[src/rtl/mix_columns_seq.sv]
// Sequential AES MixColumns: one column mixer reused over four cycles per 128-bit state.
// Define MIX_COLUMNS_INV_EN to add the inv port and InvMixColumns support.
module mix_columns_seq (
    input  logic         clk,
    input  logic         n_rst,
    input  logic         clear,
    input  logic         in_valid,
    output logic         in_ready,
    input  logic [127:0] data_in,
    output logic         out_valid,
    input  logic         out_ready,
    output logic [127:0] data_out,
    output logic         busy
`ifdef MIX_COLUMNS_INV_EN
    ,
    input  logic         inv
`endif
);

    typedef enum logic [1:0] {
        ST_IDLE    = 2'd0,
        ST_COMPUTE = 2'd1,
        ST_DONE    = 2'd2
    } state_t;

    state_t       state_q, state_d;
    logic [1:0]   cnt_q, cnt_d;
    logic [127:0] work_q, work_d;
    logic         in_ready_q, in_ready_d;
    logic         out_valid_q, out_valid_d;
    logic         busy_q, busy_d;

    logic [31:0]  col_in;
    logic [31:0]  col_out;
    logic [31:0]  col_fwd;
    logic [7:0]   b  [4];
    logic [7:0]   x2 [4];
    logic [7:0]   x3 [4];

    function automatic logic [7:0] xtime(input logic [7:0] v);
        return {v[6:0], 1'b0} ^ (v[7] ? 8'h1b : 8'h00);
    endfunction

    // Column cnt_q of the working register feeds the shared mixer.
    always_comb begin
        col_in = work_q[31:0];
        case (cnt_q)
            2'd0: col_in = work_q[31:0];
            2'd1: col_in = work_q[63:32];
            2'd2: col_in = work_q[95:64];
            2'd3: col_in = work_q[127:96];
            default: col_in = work_q[31:0];
        endcase
    end

    // Row r of the forward matrix is {2,3,1,1} rotated right by r.
    for (genvar gi = 0; gi < 4; gi++) begin : g_fwd
        assign b[gi]  = col_in[31-8*gi -: 8];
        assign x2[gi] = xtime(b[gi]);
        assign x3[gi] = x2[gi] ^ b[gi];
        assign col_fwd[31-8*gi -: 8] = x2[gi] ^ x3[(gi+1)%4] ^ b[(gi+2)%4] ^ b[(gi+3)%4];
    end

`ifdef MIX_COLUMNS_INV_EN
    logic         inv_q, inv_d;
    logic [31:0]  col_inv;
    logic [7:0]   x4  [4];
    logic [7:0]   x8  [4];
    logic [7:0]   m09 [4];
    logic [7:0]   m0b [4];
    logic [7:0]   m0d [4];
    logic [7:0]   m0e [4];

    // Inverse coefficients built from the x2/x4/x8 doubling chain.
    for (genvar gi = 0; gi < 4; gi++) begin : g_inv
        assign x4[gi]  = xtime(x2[gi]);
        assign x8[gi]  = xtime(x4[gi]);
        assign m09[gi] = x8[gi] ^ b[gi];
        assign m0b[gi] = x8[gi] ^ x2[gi] ^ b[gi];
        assign m0d[gi] = x8[gi] ^ x4[gi] ^ b[gi];
        assign m0e[gi] = x8[gi] ^ x4[gi] ^ x2[gi];
        assign col_inv[31-8*gi -: 8] = m0e[gi] ^ m0b[(gi+1)%4] ^ m0d[(gi+2)%4] ^ m09[(gi+3)%4];
    end

    assign col_out = inv_q ? col_inv : col_fwd;
`else
    assign col_out = col_fwd;
`endif

    always_comb begin
        state_d = state_q;
        cnt_d   = cnt_q;
        work_d  = work_q;
`ifdef MIX_COLUMNS_INV_EN
        inv_d   = inv_q;
`endif
        if (clear) begin
            state_d = ST_IDLE;
            cnt_d   = 2'd0;
        end else begin
            case (state_q)
                ST_IDLE: begin
                    if (in_valid) begin
                        work_d  = data_in;
                        cnt_d   = 2'd0;
                        state_d = ST_COMPUTE;
`ifdef MIX_COLUMNS_INV_EN
                        inv_d   = inv;
`endif
                    end
                end
                ST_COMPUTE: begin
                    case (cnt_q)
                        2'd0: work_d[31:0]   = col_out;
                        2'd1: work_d[63:32]  = col_out;
                        2'd2: work_d[95:64]  = col_out;
                        2'd3: work_d[127:96] = col_out;
                        default: work_d[31:0] = col_out;
                    endcase
                    cnt_d = cnt_q + 2'd1;
                    if (cnt_q == 2'd3) begin
                        state_d = ST_DONE;
                    end
                end
                ST_DONE: begin
                    if (out_ready) begin
                        state_d = ST_IDLE;
                    end
                end
                default: begin
                    state_d = ST_IDLE;
                    cnt_d   = 2'd0;
                end
            endcase
        end
    end

    // Handshake flags are registered from the next-state decode.
    always_comb begin
        in_ready_d  = (state_d == ST_IDLE);
        out_valid_d = (state_d == ST_DONE);
        busy_d      = (state_d == ST_COMPUTE) || (state_d == ST_DONE);
    end

    always_ff @(posedge clk or negedge n_rst) begin
        if (!n_rst) begin
            state_q     <= ST_IDLE;
            cnt_q       <= 2'd0;
            work_q      <= '0;
            in_ready_q  <= 1'b1;
            out_valid_q <= 1'b0;
            busy_q      <= 1'b0;
`ifdef MIX_COLUMNS_INV_EN
            inv_q       <= 1'b0;
`endif
        end else begin
            state_q     <= state_d;
            cnt_q       <= cnt_d;
            work_q      <= work_d;
            in_ready_q  <= in_ready_d;
            out_valid_q <= out_valid_d;
            busy_q      <= busy_d;
`ifdef MIX_COLUMNS_INV_EN
            inv_q       <= inv_d;
`endif
        end
    end

    assign in_ready  = in_ready_q;
    assign out_valid = out_valid_q;
    assign busy      = busy_q;
    assign data_out  = work_q;

endmodule

[config.mk]
export PLATFORM = sky130hd
export DESIGN_NAME = mix_columns_seq
export DESIGN_NICKNAME = d
export VERILOG_FILES = /design/src/rtl/mix_columns_seq.sv
export SDC_FILE = /design/constraint.sdc
export NUM_CORES = 1
export LEC_CHECK = 0
export CORE_UTILIZATION = 48
export CTS_CLUSTER_SIZE = 40
export DETAILED_ROUTE_END_ITERATION = 6
export GPL_TIMING_DRIVEN = 0
export PLACE_DENSITY = 0.83
export SYNTH_ARGS = -nofsm -noshare
export SYNTH_HDL_FRONTEND = slang
export SYNTH_SLANG_ARGS = --single-unit
[constraint.sdc]
create_clock -name clk -period 3.4 [get_ports clk]
set_clock_uncertainty 0.2 [all_clocks]
set_input_delay 0.68 -clock clk [delete_from_list [all_inputs] [get_ports clk]]
set_output_delay 0.68 -clock clk [all_outputs]
set_load 0.1 [all_outputs]
---- Word level (Yosys, flattened, before mapping) ----
Cells that the tools add are included.
cells by class
  add/subtract/negate cells ............... 1
  equality and inequality tests ........... 14
  mux-type cells .......................... 19
  bitwise logic cells ..................... 21
  reduce and logical (&&, ||, !) cells .... 10
operators with widths
  operator                                              number
  one-hot mux 128 bit (2 select lines)                  1
  two-way mux 128 bit                                   1
  two-way mux 32 bit                                    4
  one-hot mux 32 bit (4 select lines)                   1
  bitwise XOR 8 bit                                     16
  bitwise XOR 8 x 5 -> 8 bit                            4
  two-way mux 5 bit                                     4
  AND reduction 4 bit                                   4
  two-way mux 2 bit                                     6
  one-hot mux 2 bit (3 select lines)                    2
  equality test 2 bit (second input constant)           4
  equality test 2 x 1 -> 1 bit (second input constant)  3
  logical NOT 2 bit                                     3
  != test 2 x 1 -> 1 bit (second input constant)        3
  != test 2 bit (second input constant)                 3
  != test 3 bit (second input constant)                 1
  adder 2 x 1 -> 2 bit (second input constant)          1
  AND reduction 2 bit                                   1
  nonzero test 2 bit                                    1
  logical OR 1 bit                                      1
  inverter 1 bit                                        1
storage, ports and cells
  bits in registers ....................... 135
  bits of input ports ..................... 133
  output and inout bits ................... 131
  word-level logic and storage cells ...... 74

---- Longest topological paths before layout ----
  word-level depth ........................ 10
  gate-level depth with buffers ........... 11
  depth with buffers taken out ............ 8

---- Least setup slack after synthesis ----
No wires, ideal clock.
  kind .................................... register -> register
  start point ............................. reg work_q[39], in the netlist data_out[39]
  end point ............................... reg work_q[11], in the netlist data_out[11]
  setup time .............................. 0.133 ns
  arrival time ............................ 2.642 ns
  data required time ...................... 3.067 ns
  slack ................................... 0.425 ns
  cell stages (with the launch flop) ...... 7
  period minus slack after synthesis ...... 2.975 ns
  cells stage by stage .................... dfrtp_1 > a222oi_1 > xor2_1 > o21ai_0 > xor2_1 > xnor2_1 > o22ai_1
on the way
  longest elaborated chain between the ends .. 9
RTL lines
  what                                  line  source
  start, declared                       28    logic [127:0] work_q, work_d;
  start signal, assigned                159   work_q <= work_d;
  one-hot mux 32 bit (4 select lines)   47    case (cnt_q)
  two-way mux 5 bit                     41    return {v[6:0], 1'b0} ^ (v[7] ? 8'h1b : 8'h00);
  bitwise XOR 8 x 5 -> 8 bit            41
  bitwise XOR 8 bit                     60    assign x3[gi] = x2[gi] ^ b[gi];
  bitwise XOR 8 bit (3 in a row)        61    assign col_fwd[31-8*gi -: 8] = x2[gi] ^ x3[(gi+1)%4] ^ b[(gi+2)%4] ^ b[(gi+3)%4];
  two-way mux 32 bit                    113   case (cnt_q)
  one-hot mux 128 bit (2 select lines)  101   case (state_q)
No other way between the ends. The select of a mux whose other input is x is not followed.
A chain may end at the register's enable or synchronous reset.

---- Worst setup path in the final report ----
  start point ............................. reg cnt_q[0]
  end point ............................... reg work_q[120], in the netlist data_out[120]
on the way
  longest elaborated chain between the ends .. 10
  elaborated cells between the ends (all ways) .. 17
  those cells by class .................... 4 x eq/ne; 5 x mux; 6 x bitwise; 2 x reduce/logical
RTL lines
  what                                         line     source
  start, declared                              27       logic [1:0] cnt_q, cnt_d;
  start signal, assigned                       158      cnt_q <= cnt_d;
  equality test 2 bit (tied with other cells)  47, 113
  one-hot mux 32 bit (4 select lines)          47
  two-way mux 5 bit                            41
  bitwise XOR 8 x 5 -> 8 bit                   41
  bitwise XOR 8 bit                            60
  bitwise XOR 8 bit (3 in a row)               61
  two-way mux 32 bit                           113
  one-hot mux 128 bit (2 select lines)         101
Several ways; a longest one is shown, not always the timed one. The select of a mux whose other input is x is not followed.

==> reports/results.tsv <==
metric	value	unit
status	finished, violations left	
violations	DRC, setup timing	
layout-drive-gt1-share	12.31	%
synthDistinctLibCells	43	
startpoint_type	register	
instances_no_fill	1594	
maxClockFrequency	0.2850	GHz
synth_nets	1151	
synth-simple-area-share	12.12	%
finalHoldViolCount	0	
worstMarginPinSlew	1015	ps
synth-compound-area-share	24.18	%
root_buffer	clkbuf_16	
ys_seq_area_share	38.55	%
cpMaxStageDelayCell	xnor2_1	
cp_cell_sequence	inv_1, ha_1, clkbuf_1, clkbuf_4, a222oi_1, buf_4, xnor2_1, o21ai_2, buf_4, xnor2_1, a211oi_1	
cpLargestDelayFamily	buffers and inverters	
fin_ws	-108.6	ps
cap_viol_max_count	0	
num_io_pins	264	
antenna_found_initial	1	
synth_edf_count	0	
row_count	49	
max_stage_delay	570	ps
core_area	17900	um2
ys_seq_elements	135	
start_util	48.97	%
portBuffers	263	
synth_xor_area_share	17.49	%
drt-total-wl	42060	um
syn2layout_area_growth	48.97	%
crit_type	reg2reg	
drc	13	
period_share	103.2	%
clkLatencyLatePin	430	ps
ant_nets	0	
diodes	0	
cp_max_fo	10	
final_core_util	72.95	%
synth_top_family_by_area	compound AO/OA/AOI/OAI gates	
path_buf_inv	5	
vias	10490	
post_drt_via_cell_ratio	6.582	
cts_tree	yes	
die_w	137.1	um
syn_avg_cell_area	8.671	um2
track_usage	44.48	%
clkSinkCount	135	
synth_cells	1011	
hold_class	in2async	
hpwl	30480	um
grt_max_degree	76	
die-area	18810	um2
overflow	0	
ys_warn_count	0	
fin_nets	1492	
htreeDepth	4	
grt_pass1_vias	9819	
finalCriticalPeriod	3509	ps
async_flop_share	100.0	%
reg2reg_slack	-110	ps
dr.first_iter.drc_count	1612	
cts_buffer_depth	2	
syn_area	8766	um2
grt_pass1_wl	59720	um
worstPathArrival	3590	ps
dpl_worst_slack	-884.6	ps
placedCellCount	1504	
slew_viol_final	0	
synth_ff_type	dfrtp_1	
cts.clk_slew.worst_paths	70	ps
dr.pass1.iters	7	
cp-end-kind	register	
die_h	137.1	um
numCtsBuffers	17	
place_area	11710	um2
setup_viol	12	
gp_congestion	1.005	
design_area	13060	um2
synth_fa_ha_area_share	0.9991	%
wire_per_inst	26.39	um
synthMuxAreaShare	2.484	%
relSlewSlack	32.12	%
worstPathRequired	3480	ps
[metal layers]
metal | vias up | wire [um] | global-route usage [%]
li1 | 4316 | - | -
met1 | 4983 | 15130 | 58.41
met2 | 983 | 18210 | 65.21
met3 | 209 | 6226 | 13.15
met4 | 0 | 2500 | 24.73
met5 | - | 0 | 0
[sequential cells by signal, indices dropped and copies added (netlist names)]
name       flops
data_out     128
in_ready       1
out_valid      1
state_q        2
cnt_q          2
busy           1
[worst reg2reg max path, stage by stage, from the launching register on]
cell      delay (ps)
dfrtp_1          430
inv_1            110
ha_1             210
clkbuf_1         190
clkbuf_4         300
a222oi_1         360
buf_4            280
xnor2_1          170
o21ai_2          180
buf_4            190
xnor2_1          570
a211oi_1         170
[logic make-up after synthesis]
| group | count (synthesis) |
|---|---|
| compound gates | 346 |
| simple gates | 240 |
| xor+xnor | 175 |
| flops | 135 |
| buf+inv | 88 |
| mux | 20 |
| fa+ha+maj | 7 |
[cell type report]
cell class                 count  area (um2)
tap                          229       286.5
clock inverter                14       186.4
sequential                   135        3379
clock buffer                  18       439.2
inverter                       6       22.52
fill                        1362        4843
buffer                        81       370.4
multi-input combinational    788        5258
timing repair buffer         323        3117
[Yosys cell counts, types with 3 or more instances]
cell type  number  share of area [%]
a21oi_1       141                8.1
dfrtp_1       134                 38
nor2_1        112                4.8
xnor2_1       107                 11
o22ai_1        72                5.1
clkbuf_1       69                3.0
xor2_1         68                6.8
o21ai_0        59                3.4
nand2_1        50                2.1
a222oi_1       32                3.7
and3_1         17                1.2
nand3_1        16               0.91
mux2i_1        15                1.7
nor3_1         15               0.86
or3_1          15                1.1
o32a_1          8               0.91
and2_1          7               0.50
ha_1            7                1.0
o211ai_1        6               0.51
a31oi_1         5               0.36
buf_2           5               0.29
inv_1           5               0.21
a211oi_1        4               0.34
buf_1           4               0.17
buf_6           4               0.51
mux2_2          4               0.51
o21ai_2         4               0.40
o22a_1          4               0.40
o21a_1          3               0.26
o21ai_1         3               0.17
[final timing paths]
kind,from,end,depth (start not counted)
setup / recovery,cnt_q[0],data_out[120],11
hold / removal,n_rst,cnt_q[0],1
setup reg to reg,cnt_q[0],data_out[120],11
hold reg to reg,data_out[73],data_out[73],2
max in group asynchronous,n_rst,data_out[65],2
min in group clk,data_out[73],data_out[73],2
[cells in the final DEF, fill, tap and decap left out, drive strengths merged, types with 3 or more instances in the layout]
| master | synthesis | layout |
|---|---|---|
| clkdlybuf4s50 | 0 | 262 |
| a21oi | 141 | 141 |
| dfrtp | 134 | 134 |
| nor2 | 112 | 112 |
| xnor2 | 107 | 107 |
| clkbuf | 69 | 85 |
| buf | 13 | 75 |
| o22ai | 72 | 72 |
| xor2 | 68 | 68 |
| o21ai | 67 | 67 |
| nand2 | 50 | 50 |
| a222oi | 32 | 32 |
| and3 | 17 | 17 |
| nand3 | 16 | 16 |
| or3 | 16 | 16 |
| mux2i | 16 | 16 |
| nor3 | 15 | 15 |
| inv | 6 | 13 |
| o32a | 8 | 8 |
| and2 | 7 | 7 |
| ha | 7 | 7 |
| o211ai | 7 | 7 |
| a31oi | 5 | 5 |
| a211oi | 4 | 4 |
| mux2 | 4 | 4 |
| o22a | 4 | 4 |
| bufinv | 0 | 3 |
| o21a | 3 | 3 |
[metrics by stage]
step	setup TNS (ps)	hold slack [ps]
after global placement	-580570	298.6
final	-893.2	76.70
after floorplan	0	184.4
after detailed placement	-59190	315.7
after CTS	0	105.2
after global routing	-523.2	142.4
[repair_timing]
action | in CTS | in global routing
hold endpoints to repair | 0 | 0
setup buffers | 48 | 11
resized for setup | 27 | 43
endpoints found under the setup margin | 128 | 120
pin swaps | 26 | 7
hold buffers | 0 | 0
Power is not shown: default switching activity piles up to over one toggle a cycle in this logic, so the estimate is an artifact.
